`src/rtl/regfile_write_arbiter.sv`:
```
// Shares the register-file write port between in-order writeback and a buffered long-latency source.
// Optional per-cycle trace and grant counters are built when REGFILE_ARB_REPORT_EN is defined.
module regfile_write_arbiter #(
  parameter int CORE         = 0,
  parameter int DATA_WIDTH   = 32,
  parameter int FIFO_DEPTH   = 4,
  parameter int STARVE_LIMIT = 3
) (
  input  logic                           clock,
  input  logic                           reset,
  input  logic                           wb_write,
  input  logic [4:0]                     wb_reg,
  input  logic [DATA_WIDTH-1:0]          wb_data,
  output logic                           wb_stall,
  input  logic                           ll_valid,
  input  logic [4:0]                     ll_reg,
  input  logic [DATA_WIDTH-1:0]          ll_data,
  output logic                           ll_ready,
  output logic                           rf_write,
  output logic [4:0]                     rf_reg,
  output logic [DATA_WIDTH-1:0]          rf_data,
  output logic [$clog2(FIFO_DEPTH):0]    fifo_count,
  input  logic                           report
);

  localparam int PTR_W = $clog2(FIFO_DEPTH);
  localparam int CNT_W = PTR_W + 1;
  localparam int ST_W  = $clog2(STARVE_LIMIT + 1);
  localparam logic [CNT_W-1:0] DEPTH_C = CNT_W'(FIFO_DEPTH);
  localparam logic [ST_W-1:0]  LIMIT_C = ST_W'(STARVE_LIMIT);

  logic [4:0]            mem_reg  [FIFO_DEPTH];
  logic [DATA_WIDTH-1:0] mem_data [FIFO_DEPTH];
  logic [PTR_W-1:0]      wr_ptr;
  logic [PTR_W-1:0]      rd_ptr;
  logic [ST_W-1:0]       starve_cnt;

  logic pipe_req, fifo_req, force_fifo;
  logic grant_wb, grant_fifo;
  logic enq, accept;

  assign ll_ready   = (fifo_count != DEPTH_C);
  assign accept     = ll_valid & ll_ready;
  // Writes to r0 complete the handshake but are dropped.
  assign enq        = accept & (ll_reg != 5'd0);
  assign pipe_req   = wb_write & (wb_reg != 5'd0);
  assign fifo_req   = (fifo_count != '0);
  assign force_fifo = fifo_req & (starve_cnt >= LIMIT_C);
  assign grant_fifo = force_fifo | (fifo_req & ~pipe_req);
  assign grant_wb   = pipe_req & ~force_fifo;
  assign wb_stall   = pipe_req & force_fifo;

  // Stage boundary: FIFO control, starvation tracking and the registered write port.
  always_ff @(posedge clock) begin
    if (!reset) begin
      wr_ptr     <= '0;
      rd_ptr     <= '0;
      fifo_count <= '0;
      starve_cnt <= '0;
      rf_write   <= 1'b0;
      rf_reg     <= 5'd0;
      rf_data    <= '0;
    end else begin
      if (enq)        wr_ptr <= wr_ptr + 1'b1;
      if (grant_fifo) rd_ptr <= rd_ptr + 1'b1;
      case ({enq, grant_fifo})
        2'b10:   fifo_count <= fifo_count + 1'b1;
        2'b01:   fifo_count <= fifo_count - 1'b1;
        default: fifo_count <= fifo_count;
      endcase
      if (!fifo_req || grant_fifo)
        starve_cnt <= '0;
      else if (grant_wb && starve_cnt < LIMIT_C)
        starve_cnt <= starve_cnt + 1'b1;
      rf_write <= grant_wb | grant_fifo;
      if (grant_fifo) begin
        rf_reg  <= mem_reg[rd_ptr];
        rf_data <= mem_data[rd_ptr];
      end else if (grant_wb) begin
        rf_reg  <= wb_reg;
        rf_data <= wb_data;
      end else begin
        rf_reg  <= 5'd0;
        rf_data <= '0;
      end
    end
  end

  // Buffer storage carries no reset; occupancy alone decides validity.
  always_ff @(posedge clock) begin
    if (enq) begin
      mem_reg[wr_ptr]  <= ll_reg;
      mem_data[wr_ptr] <= ll_data;
    end
  end

`ifdef REGFILE_ARB_REPORT_EN
  logic [31:0] cycle_cnt, wb_grants, fifo_grants, force_grants;

  always_ff @(posedge clock) begin
    if (!reset) begin
      cycle_cnt    <= '0;
      wb_grants    <= '0;
      fifo_grants  <= '0;
      force_grants <= '0;
    end else begin
      cycle_cnt <= cycle_cnt + 32'd1;
      if (grant_wb)   wb_grants    <= wb_grants + 32'd1;
      if (grant_fifo) fifo_grants  <= fifo_grants + 32'd1;
      if (force_fifo) force_grants <= force_grants + 32'd1;
      if (report) begin
        $display("[core %0d cycle %0d] grant=%s rf_write=%0b rf_reg=%0d rf_data=%0h",
                 CORE, cycle_cnt,
                 force_fifo ? "fifo(forced)" : grant_fifo ? "fifo" : grant_wb ? "wb" : "none",
                 rf_write, rf_reg, rf_data);
        $display("[core %0d cycle %0d] fifo_count=%0d starve_cnt=%0d wb_stall=%0b grants wb=%0d fifo=%0d forced=%0d",
                 CORE, cycle_cnt, fifo_count, starve_cnt, wb_stall,
                 wb_grants, fifo_grants, force_grants);
      end
    end
  end
`else
  logic unused_report;
  assign unused_report = report | (CORE < 0);
`endif

endmodule
```
`config.mk`:
```
export PLATFORM = sky130hd
export DESIGN_NAME = regfile_write_arbiter
export DESIGN_NICKNAME = d
export VERILOG_FILES = /design/src/rtl/regfile_write_arbiter.sv
export SDC_FILE = /design/constraint.sdc
export NUM_CORES = 1
export LEC_CHECK = 0
export CAP_MARGIN = 20
export CORE_MARGIN = 1
export CORE_UTILIZATION = 50
export DETAILED_ROUTE_END_ITERATION = 7
export HOLD_SLACK_MARGIN = 0.05
export PLACE_DENSITY = 0.75
export SLEW_MARGIN = 15
export SYNTH_ARGS = -nofsm -noshare
export SYNTH_HDL_FRONTEND = slang
export SYNTH_SLANG_ARGS = --single-unit
export TNS_END_PERCENT = 10
```
`constraint.sdc`:
```
create_clock -name clock -period 2.91 [get_ports clock]
set_input_delay 0.291 -clock clock [delete_from_list [all_inputs] [get_ports clock]]
set_output_delay 0.291 -clock clock [all_outputs]
set_load 0.005 [all_outputs]
```
# After elaboration in Yosys (flattened, before gate mapping)
# Memory sizes are Yosys's and may differ from the RTL's. A register that Yosys moved wholly into a read port is not among the register bits.
# Cells that the tools add are included.
op_classes:
  n_lt_le_gt_ge: 2
  eq_ne: 3
  bitwise_logic: 12
  n_mux: 11
  n_reduce_logical: 8
  add_sub_neg: 5
op_table:
  columns: ["op", "count"]
  rows:
  - ["2-to-1 mux 32 bit", 2]
  - ["2-to-1 mux 5 bit", 2]
  - ["nonzero test 5 bit", 2]
  - ["2-to-1 mux 2 bit", 4]
  - ["AND 1 bit", 7]
  - ["adder 2 x 1 -> 2 bit (second input constant)", 3]
  - ["one-hot mux 3 bit (2 select lines)", 1]
  - ["adder 3 x 1 -> 3 bit (second input constant)", 1]
  - ["!= test 3 bit (second input constant)", 1]
  - ["inverter 1 bit", 3]
  - ["nonzero test 3 bit", 1]
  - ["subtractor 3 x 1 -> 3 bit (second input constant)", 1]
  - ["== test 2 x 1 -> 1 bit (second input constant)", 1]
  - ["== test 2 bit (second input constant)", 1]
  - [">= comparator 2 bit (second input constant)", 1]
  - ["less-than comparator 2 bit (second input constant)", 1]
  - ["2-to-1 mux 1 bit", 2]
  - ["OR 1 bit", 2]
  - ["nonzero test 2 bit", 1]
  - ["OR reduction 2 bit", 1]
  - ["logical AND 1 bit", 1]
  - ["logical NOT 1 bit", 1]
  - ["logical OR 1 bit", 1]
word_totals:
  output_inout_bits: 43
  register_bits: 47
  mem_bits_rw: 148
  in_bits: 79
  n_memories: 2
memory_table:
  columns: ["name", "words", "width", "read_ports", "rd_clocked_by_memory_dff", "write_ports", "line_no", "text"]
  rows:
  - ["mem_data", 4, 32, 1, 1, 1, "33", "logic [DATA_WIDTH-1:0] mem_data [FIFO_DEPTH];"]
  - ["mem_reg", 4, 5, 1, 1, 1, "32", "logic [4:0] mem_reg [FIFO_DEPTH];"]

# Logic depth before layout (Yosys ltp)
# Gate-level depths: netlist of the first run.
depth:
  depth_word: 7
  ltp_mapped: 11
  ltp_nobuf: 10

# Least setup slack after synthesis of the first run
# No wires, ideal clock.
synth_path:
  path_type: "input -> register"
  from: "in wb_reg[0]"
  to: "reg fifo_count[2]"
  n_path_buf: 1
  stages: 10
  path_slack_ns: 0.442
  setup_ns: 0.070
  arrival_ns: 2.397
  path_cell_list: "or3_4 -> o311a_4 -> buf_6 -> nor2_1 -> ha_1 -> inv_1 -> fa_1 -> xor2_1 -> or3_1 -> a21oi_1"
synth_via:
  elab_chain_len: 7
synth_rtl:
  columns: ["item", "line_no", "text"]
  rows:
  - ["from (decl)", "12", "input logic [4:0] wb_reg,"]
  - ["nonzero test 5 bit *", "46", "assign pipe_req = wb_write & (wb_reg != 5'd0);"]
  - ["AND 1 bit *", "46", null]
  - ["inverter 1 bit *", "49", "assign grant_fifo = force_fifo | (fifo_req & ~pipe_req);"]
  - ["AND 1 bit *", "49", null]
  - ["OR 1 bit *", "49", null]
  - ["== test 2 x 1 -> 1 bit or == test 2 bit (tied branches)", "66", "case ({enq, grant_fifo})"]
  - ["one-hot mux 3 bit (2 select lines) or nonzero test 2 bit (tied branches)", null, null]
  - ["to (signal assigned)", "67", "2'b10: fifo_count <= fifo_count + 1'b1;"]
  - ["to (signal assigned)", "68", "2'b01: fifo_count <= fifo_count - 1'b1;"]
  - ["to (signal assigned)", "69", "default: fifo_count <= fifo_count;"]
  - ["to (decl)", "22", "output logic [$clog2(FIFO_DEPTH):0] fifo_count,"]
# Mark *: on every way between the ends. The rest lies on a longest branch, timed or not.
# A chain may end at the register's enable or synchronous reset.

# Worst setup path after layout of the first run
layout_path:
  from: "in ll_reg[0]"
  to: "reg fifo_count[2]"
layout_via:
  elab_chain_len: 4
layout_rtl:
  columns: ["item", "line_no", "text"]
  rows:
  - ["from (decl)", "16", "input logic [4:0] ll_reg,"]
  - ["nonzero test 5 bit *", "45", "assign enq = accept & (ll_reg != 5'd0);"]
  - ["AND 1 bit *", "45", null]
  - ["== test 2 x 1 -> 1 bit or == test 2 bit (tied branches)", "66", null]
  - ["one-hot mux 3 bit (2 select lines) or nonzero test 2 bit (tied branches)", null, null]
# Marks and branches as above.

==> flow_summary_export.csv, run 1 <==
group,metric,value,unit
global_route,grt_pass1_wl,24030,um
layout,final_cells,788,
global_route,grt_use_total,0.2072,
power_and_ir_drop,share_comb_of_total_power,0.225,
min_path,hp-class,"reg -> reg",
cts,htreeDepth,4,
sta,period_needed,2.495,ns
layout,final_common_cell,"edfxtp_1",
routing,final_antenna_net_count,0,
sta,min_period_over_period,0.8575,
placement,place_inst,756,
sta,drv_slew,0,
setup_path,path_max_fanout,2,
synth,synth_area_leaders,"edfxtp_1 59%, dfxtp_1 13%, mux4_2 11%",
cts,cts_tree,"built",
setup_path,path_buf_inv,3,
cts,cts_setup_buffers,0,
synth,ys_seq_area_frac,0.7153,
synth,synth-edff-count,148,
routing,routed_wl,15260,um
power_and_ir_drop,seqPwrFrac,0.451,
placement,place_ws,-0.02915,ns
floorplanning,initial_utilization,0.5179,
global_route,grt_pass1_vias,4600,
cts,clock-root-buffer,"clkbuf_16",
layout,utilization,0.6633,
power_and_ir_drop,irDropWorstVdd,0.6037,mV
setup_path,slowest_delay,0.56,ns
power_and_ir_drop,netSwitchingPower,1.964,mW
synth,synthFlopType,"edfxtp_1",
synth,syn_nets,544,
cts,clk_latency,0.43,ns
sta,worst_pin_slew,0.8008,ns
global_route,overflow,0,
sta,fin_ws,0.4147,ns
power_and_ir_drop,p_clk_frac,0.324,
setup_path,cp_data_arrival_time,2.84,ns
cts,cts_resized,0,
layout,final_layout_size_suffix_gt1_frac,0.1573,
sta,fin_hold_ws,0.4305,ns
cts,path_clk_slew,0.07,ns
placement,io_buffer_count,120,
synth,avgSynthCellArea,16.56,um^2
floorplanning,rows,44,
setup_path,cp_num_cells,10,
run_status,violations,"DRC",
routing,drt_iter0_drc,307,
floorplanning,core_area,0.01464,mm^2
setup_path,worst_path_max_delay_cell,"or4_1",
setup_path,crit_top_cell,"inv_1",
layout,mostFrequentLayoutCells,"148 x edfxtp_1, 120 x clkdlybuf4s50_1, 76 x inv_1, 47 x dfxtp_1, 39 x nor2_1",
power_and_ir_drop,swShare,0.2535,
layout,fin_nets,677,
layout,area_delta_synth_final,28.06,%
setup_path,path_cells,"clkdlybuf4s50_1 -> or4_1 -> o211a_1 -> inv_1 -> ha_1 -> inv_1 -> fa_1 -> xor2_1 -> or3_1 -> a21oi_1",
cts,ctsHoldBuffers,0,
synth,postSynthCellCount,458,
sta,clock_skew,0.007833,ns
routing,drc,12,
cts,cts_buffers,17,
synth,yosys_warnings,0,
sta,slew_headroom,0.4661,
synth,synth_top_cell_area_share,0.5859,
setup_path,end_kind,"flop",
routing,vias,4315,
routing,first_pass_iters,7,
layout,n_antenna_cell,0,
global_route,antenna_found_initial,0,
synth,synth_area,0.007585,mm^2
floorplanning,die_w,125.2,um
sta,rsz0062_at_grt,"false",
synth,ys_seq_elements,197,
synth,async_flop_share,0,
floorplanning,die_h,125.2,um
routing,wl_per_cell,19.36,um
power_and_ir_drop,p_int,5.782,mW
power_and_ir_drop,leakage,3.486,nW
setup_path,critPathTopFamily,"simple AND/OR/NAND/NOR gates",
synth,synth.distinct_cells,34,
floorplanning,die_area,0.01567,mm^2
placement,hpwl,9260,um
layout,n_fill_cell,988,
cts,clkSinkCount,197,
routing,viasPerCell,5.476,
sta,hold_violations,0,
setup_path,crit_type,"in -> reg",
floorplanning,ios,122,
sta,clock.fmax,400.7,MHz
cts,clockBufferDepth,2,
synth,yosysTopAreaCell,"edfxtp_1",
setup_path,r2r_cells,9,
setup_path,cp-start-kind,"input port",
sta,setup_tns,0,ns
sta,setup_viol,0,
flow_run,drv_cap,0,
placement,gp_congestion,0.7519,
global_route,grt_max_degree,46,
layout,largest_reg_flops,128,
power_and_ir_drop,p_per_area,797.5,mW/mm^2
setup_path,crit_required,3.25,ns
min_path,hold_path_depth,1,
run_status,run_status,"finished with violations",
## Yosys cell counts (all sizes together), types with 2 or more instances
cell and instances:
edfxtp 148, inv 76, dfxtp 49, nor2 39, mux4 37, o32a 34, buf 15, clkbuf 8
a21oi 7, ha 6, and2 4, and3 3, nand2 3, nor3b 3, o21a 3, o31ai 3
or3 3, nor3 2, o21ai 2, or4 2, xor2 2
## layout make-up
type,instances,area (um^2),area share
flip-flops and latches,197,5428,0.5588
inverters,77,289.0,0.02976
repair buffers,137,1379,0.1420
clock inverters,14,207.7,0.02138
clock buffers,18,429.2,0.04418
multi-input cells,161,1750,0.1802
well taps,184,230.2,0.02370
## worst paths after layout
check                                endpoint  slack [ns]          start
worst max register to register  fifo_count[2]        0.43  fifo_count[2]
worst min register to register  starve_cnt[0]        0.43  starve_cnt[0]
worst max-delay path            fifo_count[2]        0.41      ll_reg[0]
worst min-delay path            starve_cnt[0]        0.43  starve_cnt[0]
## metrics by stage
stage / cell area [um^2] / power (mW)
6_report: 9713 / 7.747
3_5_place_dp: 9076 / 5.311
2_1_floorplan: 7585 / 4.628
3_3_place_gp: 9076 / 5.247
5_1_grt: 9713 / 8.071
4_1_cts: 9713 / 7.808
## power groups by stage
stage               Sequential, mW  Combinational (mW)  Clock [mW]
finish                        3.50                1.74        2.51
global route                  3.53                1.90        2.65
CTS                           3.50                1.76        2.55
global placement              3.53                1.71           0
detailed placement            3.56                1.75           0
floorplan                     3.52                1.11           0
## layer usage
| metal | share of wire | global-route usage |
|---|---|---|
| met1 | 0.40 | 0.2472 |
| met2 | 0.53 | 0.3684 |
| met3 | 0.046 | 0.03723 |
| met4 | 0.020 | 0.09182 |
| met5 | 0 | 0 |
## worst reg2reg max path, cell delays in order (launching register included)
cell	delay, ns
dfxtp_1	0.43
or3b_2	0.50
o211a_1	0.16
inv_1	0.08
ha_1	0.18
inv_1	0.06
fa_1	0.38
xor2_1	0.16
or3_1	0.30
a21oi_1	0.14
## cell families (layout without fill, tap and decap cells)
logic type | count (synthesis) | count (layout) | synth area share
AO/OA/AOI/OAI | 52 | 52 | 0.06302
XOR/XNOR | 3 | 3 | 0.003465
flip-flops | 197 | 197 | 0.7153
multiplexers | 37 | 37 | 0.1099
buffers and inverters | 100 | 246 | 0.05658
adder cells (fa/ha/maj) | 7 | 7 | 0.01254
AND/OR/NAND/NOR | 62 | 62 | 0.03926
(Power assumes the default switching activity.)
==> run 2: changes to the inputs <==
CORE_UTILIZATION = 40   (was 50)
PLACE_DENSITY = default   (was 0.75)
SKIP_LAST_GASP = 1   (was default)
==> run 2 against run 1 <==
Net effect:
- the run now ends clean
- cell count up 5.7%
- sequential share of layout area down 0.18 points
- clock skew decreased by 0.00076 ns
- sequential cell count stayed put
- utilization shrank 13 points
- via count fell by 2.8%
- clock power fell by 4%
- non-clock buffer count stayed put
- maximum frequency up 2.4%
- clock-buffer cell count unchanged
- global-route usage is 4.2 points lower
- critical path depth unchanged
- critical path type unchanged
- largest cell class unchanged
- largest power group unchanged
==> flow_summary_export.csv, run 2 (synthesized netlist as in run 1, its figures left out) <==
group,metric,value,unit
cts,cts_setup_buffers,0,
global_route,antenna_found_initial,0,
sta,min_period_over_period,0.8375,
cts,htreeDepth,4,
global_route,grt_pass1_vias,4447,
layout,largest_reg_flops,128,
power_and_ir_drop,p_per_area,787.0,mW/mm^2
layout,fin_nets,677,
cts,ctsHoldBuffers,0,
placement,place_area,0.009135,mm^2
global_route,overflow,0,
floorplanning,initial_utilization,0.4151,
min_path,hold_end,"starve_cnt[0]",
floorplanning,rows,49,
layout,design_area,0.009748,mm^2
sta,clock.fmax,410.3,MHz
power_and_ir_drop,irDropWorstVdd,0.4245,mV
cts,cts_resized,0,
power_and_ir_drop,swShare,0.2566,
setup_path,r2r-end,"fifo_count[2]",
global_route,grt_use_total,0.1652,
floorplanning,die_w,139.7,um
cts,cts_tree,"built",
placement,place_inst,801,
sta,clock_skew,0.007078,ns
global_route,grt_max_degree,46,
floorplanning,die_h,139.7,um
setup_path,cp-start-kind,"input port",
sta,fin_hold_ws,0.4419,ns
sta,period_needed,2.437,ns
setup_path,path_max_fanout,5,
setup_path,crit_type,"in -> reg",
routing,drc,0,
sta,setup_tns,0,ns
setup_path,end_kind,"flop",
layout,mostFrequentLayoutCells,"148 x edfxtp_1, 120 x clkdlybuf4s50_1, 76 x inv_1, 47 x dfxtp_1, 39 x nor2_1",
routing,vias,4194,
placement,io_buffer_count,120,
power_and_ir_drop,p_int,5.703,mW
cts,clk_latency,0.43,ns
min_path,hp-start,"starve_cnt[0]",
routing,viasPerCell,5.035,
power_and_ir_drop,leakage,3.482,nW
setup_path,cp_data_arrival_time,2.80,ns
power_and_ir_drop,seqPwrFrac,0.465,
setup_path,rr_startpoint,"fifo_count[2]",
setup_path,reg2reg_slack,0.49,ns
layout,n_antenna_cell,0,
layout,final_cells,833,
flow_run,drv_cap,0,
setup_path,crit_required,3.28,ns
placement,hpwl,9411,um
global_route,grt_pass1_wl,24030,um
sta,fin_ws,0.4730,ns
routing,routed_wl,15140,um
cts,cts_buffers,17,
cts,path_clk_slew,0.07,ns
layout,final_common_cell,"edfxtp_1",
sta,rsz0062_at_grt,"false",
min_path,hold_path_depth,1,
run_status,run_status,"finished clean",
cts,clock-root-buffer,"clkbuf_16",
layout,final_layout_size_suffix_gt1_frac,0.1556,
routing,final_antenna_net_count,0,
sta,hold_violations,0,
min_path,hp-class,"reg -> reg",
sta,drv_slew,0,
routing,wl_per_cell,18.18,um
layout,n_fill_cell,1487,
routing,first_pass_iters,4,
placement,gp_congestion,0.7655,
sta,setup_viol,0,
cts,clockBufferDepth,2,
sta,worst_pin_slew,1.046,ns
setup_path,r2r_cells,9,
power_and_ir_drop,netSwitchingPower,1.969,mW
floorplanning,core_area,0.01827,mm^2
layout,area_delta_synth_final,28.52,%
sta,slew_headroom,0.3026,
power_and_ir_drop,share_comb_of_total_power,0.219,
routing,drt_iter0_drc,280,
placement,place_ws,0.02593,ns
cts,clkSinkCount,197,
floorplanning,ios,122,
floorplanning,die_area,0.01952,mm^2
power_and_ir_drop,p_clk_frac,0.316,
-- run 2: cell count changes in the layout (fill, tap and decap cells not counted), sizes merged --
| cell | before | now |
|---|---|---|
| clkinv | 6 | 9 |
| clkinvlp | 3 | 1 |
| bufinv | 5 | 4 |
-- run 2: worst max-delay path by stage --
stage / from / to / slack, ns / depth (start not counted)
2_1_floorplan: wb_reg[0] / fifo_count[2] / 0.44 / 10
3_3_place_gp: ll_reg[3] / fifo_count[2] / 0.07 / 10
3_5_place_dp: ll_reg[3] / fifo_count[2] / 0.03 / 10
4_1_cts: ll_reg[3] / fifo_count[2] / 0.48 / 10
5_1_grt: fifo_count[2] / fifo_count[2] / 0.35 / 9
6_report: ll_reg[3] / fifo_count[2] / 0.47 / 10
-- run 2: layer usage --
| layer | track usage | share of wire | up-vias |
|---|---|---|---|
| met1 | 0.2092 | 0.43 | 2103 |
| met5 | 0 | 0 | - |
| met3 | 0.04680 | 0.051 | 14 |
| met4 | 0.05032 | 0.012 | 0 |
| li1 | - | - | 1975 |
| met2 | 0.2753 | 0.50 | 102 |
-- run 2: worst max-delay path, stage by stage --
cell,delay (ns)
clkdlybuf4s50_1,0.48
or4_1,0.52
o211a_1,0.23
inv_1,0.08
ha_1,0.18
inv_1,0.06
fa_1,0.37
xor2_1,0.15
or3_1,0.31
a21oi_1,0.13
-- run 2: final cells by class --
cell class,count,area [um^2],area share
multi-input cells,161,1750,0.1796
clock inverters,14,183.9,0.01887
inverters,77,289.0,0.02965
flip-flops and latches,197,5430,0.5571
well taps,229,286.5,0.02939
clock buffers,18,429.2,0.04403
repair buffers,137,1379,0.1414
-- run 2: per-stage QoR --
| stage | power [mW] | util |
|---|---|---|
| after global routing | 8.022 | 0.5336 |
| after global placement | 5.295 | 0.5000 |
| after CTS | 7.758 | 0.5336 |
| final | 7.672 | 0.5336 |
| after detailed placement | 5.336 | 0.5000 |
| after floorplan | 4.628 | - |
-- run 2: power groups by stage --
stage          Combinational, mW  Sequential (mW)  Clock, mW
2_1_floorplan               1.11             3.52          0
3_3_place_gp                1.67             3.63          0
3_5_place_dp                1.69             3.64          0
4_1_cts                     1.70             3.58       2.47
5_1_grt                     1.83             3.61       2.58
6_report                    1.68             3.57       2.42
==> run 3: changes to the inputs <==
clock period = 2.2 ns   (was 2.91 ns; I/O delays follow)
==> run 3 against run 2 <==
Net effect:
- sequential cell count stayed put
- power is 32% higher
- largest power group unchanged
- critical path type unchanged
- first-iteration DRC count down 15%
- setup slack worse by 0.44 ns
- wire length shrank 0.36%
- register-to-register slack got worse by 0.43 ns
- critical path depth is the same
- sequential power up 28%
==> flow_summary_export.csv, run 3 (synthesized netlist as in run 1, its figures left out) <==
group,metric,value,unit
sta,slew_headroom,0.6687,
power_and_ir_drop,p_clk_frac,0.287,
sta,fin_ws,0.03056,ns
layout,fin_nets,703,
setup_path,cp_data_arrival_time,2.52,ns
floorplanning,rows,49,
placement,place_area,0.009385,mm^2
global_route,grt_pass1_wl,24510,um
power_and_ir_drop,swShare,0.2556,
setup_path,slowest_delay,0.42,ns
sta,setup_viol,0,
layout,utilization,0.5462,
placement,io_buffer_count,120,
floorplanning,die_h,139.7,um
cts,clk_latency,0.42,ns
power_and_ir_drop,p_int,7.527,mW
sta,setup_tns,0,ns
routing,viasPerCell,5.057,
setup_path,crit_required,2.55,ns
placement,place_inst,822,
layout,largest_reg_flops,128,
global_route,antenna_found_initial,0,
setup_path,crit_type,"in -> reg",
layout,final_layout_size_suffix_gt1_frac,0.1968,
power_and_ir_drop,total_power,10.11,mW
cts,clkSinkCount,197,
sta,drv_slew,0,
layout,design_area,0.009980,mm^2
setup_path,path_cells,"clkdlybuf4s50_1 -> or3_4 -> o311a_4 -> nor2_2 -> ha_2 -> inv_1 -> fa_2 -> xor2_1 -> or3_1 -> a21oi_1",
cts,cts_buffers,17,
routing,drc,0,
run_status,run_status,"finished clean",
sta,min_period_over_period,0.9861,
routing,routed_wl,15090,um
cts,htreeDepth,4,
global_route,grt_max_degree,42,
placement,gp_congestion,0.7755,
sta,hold_violations,0,
global_route,grt_use_total,0.1674,
sta,worst_pin_slew,0.4969,ns
sta,period_needed,2.169,ns
layout,area_delta_synth_final,31.57,%
cts,clock-root-buffer,"clkbuf_16",
power_and_ir_drop,irDropWorstVdd,0.7643,mV
setup_path,cp-start-kind,"input port",
routing,vias,4344,
cts,path_clk_slew,0.07,ns
routing,first_pass_iters,4,
power_and_ir_drop,seqPwrFrac,0.453,
sta,fin_hold_ws,0.2329,ns
cts,cts_tree,"built",
layout,final_cells,859,
global_route,overflow,0,
floorplanning,die_area,0.01952,mm^2
sta,rsz0062_at_grt,"true",
power_and_ir_drop,netSwitchingPower,2.584,mW
floorplanning,initial_utilization,0.4151,
setup_path,path_max_fanout,2,
floorplanning,die_w,139.7,um
global_route,grt_pass1_vias,4559,
cts,clockBufferDepth,2,
floorplanning,ios,122,
placement,place_ws,-0.6118,ns
layout,n_antenna_cell,0,
layout,final_common_cell,"edfxtp_1",
layout,mostFrequentLayoutCells,"148 x edfxtp_1, 115 x clkdlybuf4s50_1, 75 x inv_1, 45 x dfxtp_1, 38 x nor2_1",
min_path,hp-class,"in -> reg",
power_and_ir_drop,share_comb_of_total_power,0.260,
placement,hpwl,9922,um
routing,wl_per_cell,17.56,um
routing,final_antenna_net_count,0,
sta,clock_skew,0.01338,ns
sta,clock.fmax,460.9,MHz
power_and_ir_drop,p_per_area,1013,mW/mm^2
setup_path,end_kind,"flop",
flow_run,drv_cap,0,
floorplanning,core_area,0.01827,mm^2
power_and_ir_drop,leakage,3.611,nW
routing,drt_iter0_drc,237,
setup_path,worst_path_max_delay_cell,"clkdlybuf4s50_1",
==> run 3: layout make-up <==
class,count,area (um^2)
tap,229,286.5
timing repair buffer,163,1659
sequential,197,5430
clock buffer,21,440.4
clock inverter,11,110.1
inverter,77,289.0
multi-input combinational,161,1764
fill,1501,8290
==> run 3: per-layer routing <==
| metal | part of all wire | wire length, um | vias to the layer above | GRT usage |
|---|---|---|---|---|
| li1 | - | - | 2029 | - |
| met1 | 0.44 | 6611 | 2200 | 0.2158 |
| met2 | 0.50 | 7591 | 101 | 0.2763 |
| met3 | 0.043 | 647 | 14 | 0.03682 |
| met5 | 0 | 0 | - | 0 |
| met4 | 0.016 | 235 | 0 | 0.06536 |
==> run 3: power by group through the flow <==
| stage | combinational (mW) | sequential [mW] | clock, mW |
|---|---|---|---|
| after detailed placement | 2.59 | 4.66 | 0 |
| after floorplan | 1.47 | 4.66 | 0 |
| after global routing | 2.88 | 4.62 | 3.13 |
| after CTS | 2.62 | 4.58 | 2.97 |
| after global placement | 2.56 | 4.64 | 0 |
| final | 2.63 | 4.58 | 2.90 |
==> run 3: path summary, 6_finish.rpt <==
| kind | startpoint | to | slack (ns) | depth (start not counted) |
|---|---|---|---|---|
| worst max-delay path | wb_reg[0] | fifo_count[2] | 0.03 | 10 |
| worst min-delay path | ll_reg[3] | mem_reg[1][3] | 0.23 | 1 |
| worst max register to register | fifo_count[0] | fifo_count[2] | 0.06 | 9 |
| worst min register to register | starve_cnt[0] | starve_cnt[0] | 0.44 | 1 |
==> run 3: critical path, delay by kind of cell <==
family,cells,cell delay [ns]
AND/OR/NAND/NOR,3,0.72
adder cells (fa/ha/maj),2,0.51
buffers and inverters,2,0.47
AO/OA/AOI/OAI,2,0.44
XOR/XNOR,1,0.15
==> run 3: timing repair <==
item | in CTS | in global routing
setup buffers | 2 | 3
gates resized for setup | 8 | 3
endpoints found under the setup margin | 3 | 2
pin swaps | 6 | 2
hold buffers | 0 | 0
